## src/rtl/operand_stream_sched.sv

```systemverilog
// rtl/operand_stream_sched.sv - operand bank scheduler: host write port plus row-major matrix read streamer
module operand_stream_sched #(
  parameter int DATA_WIDTH = 32,
  parameter int ADDR_WIDTH = 5,
  parameter int MAX_DIM    = 4,
  parameter int DIM_WIDTH  = 3
) (
  input  logic                  clk_i,
  input  logic                  rst_ni,
  input  logic                  host_req_i,
  input  logic [ADDR_WIDTH-1:0] host_addr_i,
  input  logic [DATA_WIDTH-1:0] host_wdata_i,
  output logic                  host_gnt_o,
  input  logic                  start_i,
  input  logic [DIM_WIDTH-1:0]  dim_i,
  output logic                  busy_o,
  output logic                  done_o,
  output logic                  err_o,
  output logic                  stream_valid_o,
  input  logic                  stream_ready_i,
  output logic [DATA_WIDTH-1:0] stream_data_o,
  output logic                  stream_last_o,
  output logic [ADDR_WIDTH-1:0] mat_addr_o,
  output logic [DATA_WIDTH-1:0] mat_wdata_o,
  output logic                  mat_we_o,
  input  logic [DATA_WIDTH-1:0] mat_rdata_i
);

  typedef enum logic [2:0] {
    S_IDLE,
    S_RD_ADDR,
    S_RD_CAP,
    S_HOLD,
    S_DONE
  } state_e;

  state_e                state_q;
  logic [DIM_WIDTH-1:0]  dim_q;
  logic [DIM_WIDTH-1:0]  row_q;
  logic [DIM_WIDTH-1:0]  col_q;
  logic [ADDR_WIDTH-1:0] addr_q;
  logic [DATA_WIDTH-1:0] data_q;
  logic                  valid_q;
  logic                  last_q;
  logic                  done_q;
  logic                  err_q;

  logic [DIM_WIDTH-1:0]  dim_m1;
  logic [ADDR_WIDTH-1:0] rd_addr;
  logic                  dim_ok;
  logic                  is_idle;
  logic                  at_last;

  // Element address uses the fixed bank stride, not the runtime dim.
  assign dim_m1  = dim_q - DIM_WIDTH'(1);
  assign rd_addr = ADDR_WIDTH'(int'(row_q) * MAX_DIM + int'(col_q));
  assign dim_ok  = (dim_i != '0) && (int'(dim_i) <= MAX_DIM);
  assign is_idle = (state_q == S_IDLE);
  assign at_last = (row_q == dim_m1) && (col_q == dim_m1);

  // Host owns the bank port only while the sequencer is idle; otherwise it stalls.
  assign host_gnt_o  = is_idle & host_req_i;
  assign mat_we_o    = is_idle & host_req_i;
  assign mat_wdata_o = host_wdata_i;
  assign mat_addr_o  = is_idle                 ? host_addr_i :
                       (state_q == S_RD_ADDR)  ? rd_addr     : addr_q;

  assign busy_o         = ~is_idle;
  assign done_o         = done_q;
  assign err_o          = err_q;
  assign stream_valid_o = valid_q;
  assign stream_data_o  = data_q;
  assign stream_last_o  = last_q;

  // Sequencer FSM: address, capture registered read data, hold until handshake, advance.
  always_ff @(posedge clk_i or negedge rst_ni) begin
    if (!rst_ni) begin
      state_q <= S_IDLE;
      dim_q   <= '0;
      row_q   <= '0;
      col_q   <= '0;
      addr_q  <= '0;
      data_q  <= '0;
      valid_q <= 1'b0;
      last_q  <= 1'b0;
      done_q  <= 1'b0;
      err_q   <= 1'b0;
    end else begin
      done_q <= 1'b0;
      err_q  <= 1'b0;
      case (state_q)
        S_IDLE: begin
          if (start_i) begin
            if (dim_ok) begin
              dim_q   <= dim_i;
              row_q   <= '0;
              col_q   <= '0;
              state_q <= S_RD_ADDR;
            end else begin
              err_q <= 1'b1;
            end
          end
        end
        S_RD_ADDR: begin
          addr_q  <= rd_addr;
          state_q <= S_RD_CAP;
        end
        S_RD_CAP: begin
          data_q  <= mat_rdata_i;
          last_q  <= at_last;
          valid_q <= 1'b1;
          state_q <= S_HOLD;
        end
        S_HOLD: begin
          if (stream_ready_i) begin
            valid_q <= 1'b0;
            if (last_q) begin
              done_q  <= 1'b1;
              state_q <= S_DONE;
            end else begin
              if (col_q == dim_m1) begin
                col_q <= '0;
                row_q <= row_q + DIM_WIDTH'(1);
              end else begin
                col_q <= col_q + DIM_WIDTH'(1);
              end
              state_q <= S_RD_ADDR;
            end
          end
        end
        S_DONE: begin
          state_q <= S_IDLE;
        end
        default: begin
          state_q <= S_IDLE;
        end
      endcase
    end
  end

endmodule

```

## config.mk

```make
export PLATFORM = sky130hd
export DESIGN_NAME = operand_stream_sched
export DESIGN_NICKNAME = d
export VERILOG_FILES = /design/src/rtl/operand_stream_sched.sv
export SDC_FILE = /design/constraint.sdc
export NUM_CORES = 1
export LEC_CHECK = 0
export ABC_AREA = 1
export BUFFER_PORTS_ARGS = -buffer_cell sky130_fd_sc_hd__buf_2
export CAP_MARGIN = 20
export CORE_UTILIZATION = 34
export CTS_BUF_LIST = sky130_fd_sc_hd__clkbuf_4 sky130_fd_sc_hd__clkbuf_8 sky130_fd_sc_hd__clkbuf_16
export DETAILED_ROUTE_END_ITERATION = 8
export PLACE_DENSITY_LB_ADDON = 0.1
export SYNTH_ARGS = -nofsm -noshare
export SYNTH_HDL_FRONTEND = slang
export SYNTH_SLANG_ARGS = --single-unit
```

## constraint.sdc

```tcl
create_clock -name clk_i -period 1.37 [get_ports clk_i]
set_input_delay 0.274 -clock clk_i [delete_from_list [all_inputs] [get_ports clk_i]]
set_output_delay 0.274 -clock clk_i [all_outputs]
set_load 0.1 [all_outputs]
```

* Word-level counts from Yosys, hierarchy flattened
Cells that the tools add are included.
Widths: inputs -> output; s select.
** Word-level totals
- Register bits :: 53
- Input port bits :: 77
- Output and inout bits :: 76
** Cells by class
- Add/sub/neg operators :: 4
- Magnitude comparators :: 1
- Eq/ne operators :: 10
- Multiplexer cells :: 25
- Bitwise operators :: 2
- Reductions and logical operators :: 11
** Operators by type and width (count)
- $mux 3 :: 12
- $pmux 3 s2 :: 2
- $pmux 3 s4 :: 1
- $mux 5 :: 2
- $ne 2x2->1 const B :: 5
- $mux 1 :: 7
- $add 3x1->3 const B :: 2
- $eq 3x2->1 const B :: 2
- $eq 3x3->1 :: 2
- $reduce_and 3->1 :: 2
- $reduce_and 6->1 :: 1
- $add 5x3->5 :: 1
- $reduce_and 5->1 :: 1
- $reduce_bool 2->1 :: 2
- $eq 3x1->1 const B :: 1
- $le 3x3->1 const B :: 1
- $logic_not 3->1 :: 1
- $reduce_bool 3->1 :: 1
- $sub 3x1->3 const B :: 1
- $logic_and 1x1->1 :: 2
- $pmux 1 s2 :: 1
- $reduce_and 2->1 :: 1
- $and 1x1->1 :: 1
- $not 1->1 :: 1

* Logic depth before layout (Yosys ltp)
Gate-level depths: netlist (run 1).
- Depth after elaboration :: 6
- Depth in mapped cells :: 12

* Least setup slack after synthesis (run 1)
Ideal clock, no wire load.
- Kind :: register to output
- Start :: reg state_q[1]
- End :: out mat_we_o
- Arrival time :: 2927 ps
- Slack :: -1831 ps
- Stages on the path, launching flop included :: 6
- Path buffers :: 2
- Path through :: dfrtp_1 nor2_2 nand2_1 buf_2 nor2_1 buf_4
** On the way
- Cells in the longest elaborated chain, start to end :: 2
** RTL lines
- start: declaration :: RTL line 37 : state_e state_q;
- start signal: assignment :: RTL line 78 : state_q <= S_IDLE;
- start signal: assignment :: RTL line 98 : state_q <= S_RD_ADDR;
- start signal: assignment :: RTL line 106 : state_q <= S_RD_CAP;
- $logic_not 3->1 :: RTL line 58 : assign is_idle = (state_q == S_IDLE);
- $and 1x1->1
- end: declaration :: RTL line 25 : output logic mat_we_o,
Every way passes these cells.

* Worst setup path after layout (run 1)
- Start :: reg row_q[0]
- End :: out mat_addr_o[4]
** On the way
- Cells in the longest elaborated chain, start to end :: 3
** RTL lines
- start: declaration :: RTL line 39 : logic [DIM_WIDTH-1:0] row_q;
- start signal: assignment :: RTL line 123 : row_q <= row_q + DIM_WIDTH'(1);
- $add 5x3->5 :: RTL line 56 : assign rd_addr = ADDR_WIDTH'(int'(row_q) * MAX_DIM + int'(col_q));
- $mux 5
- $mux 5 :: RTL line 65 : assign mat_addr_o = is_idle ? host_addr_i :
- end: declaration :: RTL line 23 : output logic [ADDR_WIDTH-1:0] mat_addr_o,
Every way passes these cells.

==> metrics, run 1 <==
run status=finished with violations; violated checks=setup timing; DRT Pass-1 Iters=4; Top Ports=about 150; Cells after Synth=249; Crit Path Max Fanout=2; Inserted Diodes=0; vias in the first global route=approximately 2100; Worst-Skew Late Latency=approximately 0.31 ns; headroom to the max-slew limit=0.6741; syn avg cell area=11.07 µm²; total number of H-tree levels=2; Die ar.=~8500 µm²; initial antenna violation count=0; Sum Neg Setup Slack=-9.667 ns; CP endpoint kind=output port; DR WL/cell=12.92 µm; CTS Sinks=53; sequential fraction of the synthesis area=0.4812; Min Hold Slack=between 0.15 and 0.2 ns; Core Util, Final=0.5543; Slew @ Worst Pin=approximately 0.49 ns; Crit. Startpoint=row_q[0]; Mapped Area=2756 µm²; leading cell types in the layout, fill and taps excluded=buf_4, dfrtp_1, buf_2; Final period util=1.439; total CTS buffers=5; aggregate routed wire length=approximately 6000 µm; IO Port Bufs=88; via count=just over 2000; post-DP HPWL=between 3000 and 4000 µm; Final Max Tran Viols=0; DRC=0; core area=7767 µm²; crit path kind=flip-flop to output port; Worst setup SP type=flip-flop; syn nets=~330; clock root buffer=clkbuf_8; commonest non-fill, non-tap cell in the layout=buf_4; post-route ant nets=0; largest net degree at the start of global routing=54; Setup-failing EPs final=51; share of layout cells above drive strength 1=0.6484; worst reg-to-reg setup slack=-0.27 ns; CTS tree=yes; Synth cell types=27; GP Congestion=about 0.77; die height=roughly 90 µm; hold_sp=mat_rdata_i[7]; worst hold-check path type=input port to flip-flop; RSZ-0062 raised after global routing=true; Worst Path Arrival=about 1.7 ns; P&R area growth vs syn=56.20%; clk buf depth=2; Clock transition at path regs=approximately 0.1 ns; count of final hold-check violations=0; Fmax=just over 500 MHz; maxcap violations=0; total track usage=0.1452; Tmin final=1.972 ns; FP Rows=32; Vias/cell=between 4 and 5; FF-to-FF Start=state_q[2]; chip width=~92 µm; Clock Skew=approximately 0.0040 ns; Initial Utilization=0.3549; gr ovfl total=0; first-pass GRT wire length=approximately 9700 µm; DR iter-0 viols=40; Nets=~450; Worst EP required=between 1 and 1.5 ns; setup slack after layout=-0.6018 ns; synth warn=0; #FFs+latches synth=53
synth_stat cells (all sizes together):
cell type / number / share of area
xnor2: 5 / 0.016
dfrtp: 53 / 0.48
ha: 5 / 0.023
nor2: 12 / 0.021
a31oi: 2 / 0.0045
nand3: 16 / 0.040
nor3: 2 / 0.0036
buf: 37 / 0.10
inv: 16 / 0.022
nand3b: 1 / 0.0073
xor2: 2 / 0.0064
o211ai: 1 / 0.0027
nand2: 51 / 0.072
mux2: 33 / 0.17
nand4: 1 / 0.0023
o21ai: 12 / 0.023
flip-flops by register name, indices dropped and copies added (netlist names):
register and count:
stream_last_o 1, dim_q 3, col_q 3, state_q 3, done_o 1, stream_data_o 32
row_q 3, addr_q 5, err_o 1, stream_valid_o 1
worst max-delay path: stages, from the launching register on:
cell and delay (ns):
dfrtp_1 0.40, ha_2 0.20, ha_4 0.16, xnor2_2 0.12
o21ai_2 0.16, nand2_2 0.11, nand2_8 0.07, buf_12 0.16
logic make-up after synthesis:
| kind of cell | after synthesis | share of synthesized area |
|---|---|---|
| xor gates and xnor gates | 7 | 0.02224 |
| muxes | 33 | 0.1716 |
| DFF | 53 | 0.4812 |
| and+or+nand+nor | 83 | 0.1462 |
| AOI/OAI and AO/OA | 15 | 0.03041 |
| adders and majority gates | 5 | 0.02270 |
| buffers and inverters | 53 | 0.1257 |
final timing paths:
path / depth (start not counted) / end
max reg2reg: 13 / row_q[0]
min reg2reg: 1 / stream_data_o[14]
min in group asynchronous: 3 / stream_data_o[21]
min: 2 / stream_data_o[7]
max: 7 / mat_addr_o[4]
max in group asynchronous: 3 / stream_last_o
final cells by class:
class                   count  area (µm²)
flip-flops and latches     53        1330
repair buffers            143        1272
multi-input cells         144        1400
inverters                  16       60.06
clock inverters             3       46.29
fillers                   693        3462
clock buffers               5       68.82
well taps                 102       127.6
routing by layer:
layer  track usage  wire [µm]
met4       0.03516         40
met1        0.1978       2773
met5             0          0
met2        0.2313       2841
met3       0.03648        366
through the flow:
step	cell area, µm²	worst slack [ns]	cells
finish	4305	-0.6018	466
global placement	3571	-0.4182	434
detailed placement	3571	-0.4425	434
floorplan	2872	-0.5964	249
global route	4305	-0.6649	466
CTS	4158	-0.6388	461
what timing repair did:
action	CTS	global route
hold endpoints to repair	53	0
buffers inserted	16	6
gates cloned	3	1
endpoints found under the setup margin	68	65
resized for setup	74	31
hold buffers	1	0
pin swaps	24	19
Power of run 1 is not shown: default switching activity piles up to over one toggle a cycle in this logic, so the estimate is an artifact.
==> inputs of run 2 (changes only) <==
==> constraint.sdc (replaced) <==
create_clock -name clk_i -period 1.37 [get_ports clk_i]
set_input_delay 0 -clock clk_i [delete_from_list [all_inputs] [get_ports clk_i]]
set_output_delay 0 -clock clk_i [all_outputs]
set_load 0.1 [all_outputs]
==> run 2 against run 1 <==
  * Count of clock-buffer cells in the layout increased by 2
  * Maximum frequency increased by 19%
  * Setup slack improved by 0.31 ns
  * Via count increased by 5.2%
  * Critical path depth unchanged
  * Non-clock buffer count increased by 26
  * Register-to-register slack improved by 0.15 ns
  * The flow still finishes with violations (setup timing)
  * Flip-flop and latch count unchanged
  * Global-route usage increased by 1.1 points
==> metrics, run 2 (same netlist as run 1, synthesis figures left out) <==
run status=finished with violations; violated checks=setup timing; DRT Pass-1 Iters=4; Initial Utilization=0.3549; core area=approximately 7800 µm²; FP Rows=32; Sum Neg Setup Slack=-3.573 ns; Clock Skew=around 0.005 ns; via count=2151; Slew @ Worst Pin=0.4981 ns; Nets=470; max FFs per register=32; Inserted Diodes=0; initial antenna violation count=0; Fmax=around 600 MHz; hold depth=0; clock root buffer=clkbuf_8; die height=92.04 µm; worst hold-check path type=input port to output port; crit path kind=flip-flop to output port; Crit Path Max Fanout=2; count of final hold-check violations=0; DRC=0; GP Congestion=approximately 0.77; aggregate routed wire length=6293 µm; vias in the first global route=2272; reg2reg path depth=9; Tmin final=1.663 ns; Clock transition at path regs=about 0.09 ns; Worst Path Arrival=about 1.7 ns; share of layout cells above drive strength 1=0.5578; worst reg-to-reg setup slack=-0.12 ns; largest net degree at the start of global routing=29; leading cell types in the layout, fill and taps excluded=buf_2, dfrtp_1, dlygate4sd3_1; hold_sp=host_wdata_i[29]; CTS Sinks=between 50 and 60; setup slack after layout=-0.2926 ns; fin cells=491; Core Util, Final=0.5622; Worst setup SP type=flip-flop; RSZ-0062 raised after global routing=true; Final period util=1.214; chip width=a little over 90 µm; Worst EP required=~1.4 ns; Placement Setup Slack=-0.1225 ns; maxcap violations=0; CP endpoint kind=output port; Setup-failing EPs final=47; IO Port Bufs=between 80 and 90; Layout fillers=around 680; Top Ports=~150; Worst-Skew Late Latency=~0.3 ns; Die ar.=around 8500 µm²; Final Max Tran Viols=0; dpl cells=435; Vias/cell=4.381; headroom to the max-slew limit=0.6702; clk buf depth=2; FF-to-FF Start=state_q[2]; commonest non-fill, non-tap cell in the layout=buf_2; total number of H-tree levels=2; first-pass GRT wire length=10530 µm; DR iter-0 viols=67; P&R area growth vs syn=58.42%; post-route ant nets=0; Hold EP=mat_wdata_o[29]; total CTS buffers=5; CTS tree=yes; r2r endpoint=col_q[2]; total track usage=0.1558; post-DP HPWL=between 4000 and 5000 µm; DR WL/cell=between 10 and 15 µm; gr ovfl total=0
## run 2: cell count changes in the layout (fill, tap and decap cells not counted), moves of 5 or more
cell,before,now
buf_2,45,80
buf_4,53,28
buf_6,13,8
clkbuf_4,11,1
dlygate4sd3_1,1,38
## run 2: stage by stage
| stage | hold WS, ns | instance area [µm²] |
|---|---|---|
| after floorplan | -0.2956 | 2863 |
| after global placement | 0.0006813 | 3522 |
| after detailed placement | 0.0006813 | 3522 |
| after CTS | 0.0006813 | 4214 |
| after global routing | 0.0001428 | 4367 |
| final | 0.00003855 | 4367 |
## run 2: worst max path at each step
stage / from / endpoint / cells after the start
floorplan: state_q[1] / mat_we_o / 5
global placement: row_q[0] / mat_addr_o[4] / 7
detailed placement: row_q[0] / mat_addr_o[4] / 7
CTS: row_q[0] / mat_addr_o[4] / 7
global route: col_q[2] / mat_addr_o[4] / 7
finish: row_q[0] / mat_addr_o[4] / 7
## run 2: per-layer routing
metal	part of all wire	vias up	global-route usage
met3	0.053	13	0.03483
li1	-	1062	-
met2	0.46	71	0.2699
met4	0.014	0	0.04167
met5	0	-	0
met1	0.47	1005	0.1948
## run 2: area by class of cell
type / instances / area (µm²) / area share
Multi-Input combinational cell: 143 / 1336 / 0.3060
Clock buffer: 7 / 90.09 / 0.02063
Clock inverter: 1 / 30.03 / 0.006877
Tap cell: 102 / 127.6 / 0.02923
Sequential cell: 53 / 1329 / 0.3043
Timing Repair Buffer: 169 / 1394 / 0.3192
Inverter: 16 / 60.06 / 0.01375
## run 2: repair_timing
item | 4_1_cts | 5_1_grt
endpoints found under the setup margin | 15 | 47
buffers inserted | 6 | 3
hold buffers | 38 | 0
gates cloned | 1 | 2
pin swaps | 10 | 12
gates resized for setup | 31 | 23
endpoints found under the hold margin | 91 | 0
## run 2: critical path: stages (launching register included)
cell and delay, ns:
dfrtp_1 0.39, ha_2 0.20, ha_4 0.16, xnor2_1 0.13, o21ai_2 0.14, nand2_2 0.11, nand2_8 0.07, buf_12 0.16
Power of run 2 is left out for the same reason.
==> inputs of run 3 (changes only) <==
--- a/config.mk
+++ b/config.mk
@@ -15,3 +15,4 @@
 export SYNTH_ARGS = -nofsm -noshare
 export SYNTH_HDL_FRONTEND = slang
 export SYNTH_SLANG_ARGS = --single-unit
+export TNS_END_PERCENT = 5
==> run 3 against run 2 <==
  * The run still ends with setup timing left
  * Hold slack about the same
  * Non-clock buffer count down 17
  * Die area unchanged
  * Flip-flop and latch count unchanged
  * Clock skew up 0.00093 ns
  * Maximum frequency up 0.33%
  * Critical path depth unchanged
  * Count of clock-buffer cells in the layout unchanged
  * Highest routed layer unchanged
  * Sequential share of layout area up 2.6 points
  * Cell count down 3.5%
  * Register-to-register slack better by 0.15 ns
==> metrics, run 3 (same netlist as run 1, synthesis figures left out) <==
vias in the first global route=2090; Clock transition at path regs=~0.080 ns; setup slack after layout=-0.2872 ns; post-DP HPWL=between 4000 and 5000 µm; initial antenna violation count=0; Worst Path Arrival=between 1.5 and 2 ns; r2r endpoint=row_q[2]; GP Congestion=between 0.7 and 0.8; Tmin final=approximately 1.7 ns; clock root buffer=clkbuf_8; Worst EP required=~1.4 ns; crit path kind=flip-flop to output port; CTS tree=yes; Final period util=1.210; fin cells=roughly 470; Layout fillers=approximately 690; IO Port Bufs=88; hold_sp=host_wdata_i[0]; Hold EP=mat_wdata_o[0]; DRT Pass-1 Iters=3; total track usage=0.1424; violated checks=setup timing; Die ar.=8471 µm²; Crit Path Max Fanout=2; via count=roughly 2000; P&R area growth vs syn=45.76%; CP endpoint kind=output port; post-route ant nets=0; commonest non-fill, non-tap cell in the layout=buf_2; CTS Sinks=53; chip width=92.04 µm; Clock Skew=approximately 0.006 ns; max FFs per register=32; DRC=0; Setup-failing EPs final=8; FP Rows=32; Slew @ Worst Pin=around 0.5 ns; reg2reg path depth=9; aggregate routed wire length=slightly below 6000 µm; Worst setup SP type=flip-flop; clk buf depth=2; Final Max Tran Viols=0; leading cell types in the layout, fill and taps excluded=buf_2, dfrtp_1, nand2_1; hold depth=0; core area=7767 µm²; maxcap violations=0; first-pass GRT wire length=approximately 9600 µm; Initial Utilization=0.3549; Inserted Diodes=0; Nets=453; worst hold-check path type=input port to output port; die height=92.04 µm; Sum Neg Setup Slack=-1.598 ns; worst reg-to-reg setup slack=roughly 0.030 ns; total CTS buffers=5; run status=finished with violations; Top Ports=about 150; RSZ-0062 raised after global routing=true; count of final hold-check violations=0; share of layout cells above drive strength 1=0.5188; total number of H-tree levels=2; dpl cells=426; Min Hold Slack=around 0.000044 ns; Worst-Skew Late Latency=approximately 0.30 ns; DR iter-0 viols=19; DR WL/cell=between 10 and 15 µm; FF-to-FF Start=state_q[0]; Vias/cell=about 4.3; headroom to the max-slew limit=0.6737; gr ovfl total=0; largest net degree at the start of global routing=54; Fmax=about 600 MHz
## run 3: cell count changes in the layout (fill, tap and decap cells not counted), moves of 5 or more
| cell | change |
|---|---|
| nand2_4 | -6 |
| buf_6 | -5 |
| mux2_4 | -5 |
| mux2_2 | +5 |
| buf_4 | -8 |
| nand2_2 | +5 |
## run 3: layout make-up
type	instances	area, µm²	area share
clock buffer	7	83.83	0.02087
tap	102	127.6	0.03177
clock inverter	1	7.507	0.001869
multi-input combinational	143	1222	0.3043
sequential	53	1329	0.3307
inverter	16	62.56	0.01557
timing repair buffer	152	1185	0.2949
## run 3: timing repair
action,4_1_cts,5_1_grt
gates cloned,0,0
setup endpoints to repair,15,43
resized for setup,8,21
hold buffers,38,0
buffers inserted,1,1
pin swaps,9,10
endpoints found under the hold margin,91,0
## run 3: through the flow
step | util | cell area, µm² | setup slack, ns
after CTS | 0.5072 | 3940 | -0.3458
after floorplan | - | 2835 | -0.3224
after detailed placement | 0.4412 | 3427 | -0.09266
final | 0.5172 | 4018 | -0.2872
after global placement | 0.4412 | 3427 | -0.04150
after global routing | 0.5172 | 4018 | -0.3596
## run 3: critical path: stages, from the launching register on
cell,delay [ns]
dfrtp_1,0.40
ha_2,0.20
ha_4,0.16
xnor2_2,0.12
o21ai_2,0.13
nand2_1,0.08
nand2_2,0.08
buf_12,0.17
## run 3: layer usage
| metal | global-route usage | part of all wire |
|---|---|---|
| met1 | 0.1815 | 0.47 |
| met2 | 0.2376 | 0.46 |
| met3 | 0.03897 | 0.065 |
| met4 | 0.03776 | 0.0087 |
| met5 | 0 | 0 |
## run 3: worst max path at each step
| stage | from | end | slack, ns | depth (start not counted) |
|---|---|---|---|---|
| after global placement | row_q[0] | mat_addr_o[4] | -0.04 | 7 |
| final | col_q[2] | mat_addr_o[4] | -0.29 | 7 |
| after floorplan | state_q[1] | mat_we_o | -0.32 | 5 |
| after global routing | col_q[2] | mat_addr_o[4] | -0.36 | 7 |
| after detailed placement | row_q[0] | mat_addr_o[4] | -0.09 | 7 |
| after CTS | col_q[2] | mat_addr_o[4] | -0.35 | 7 |
Power of run 3 is left out for the same reason.
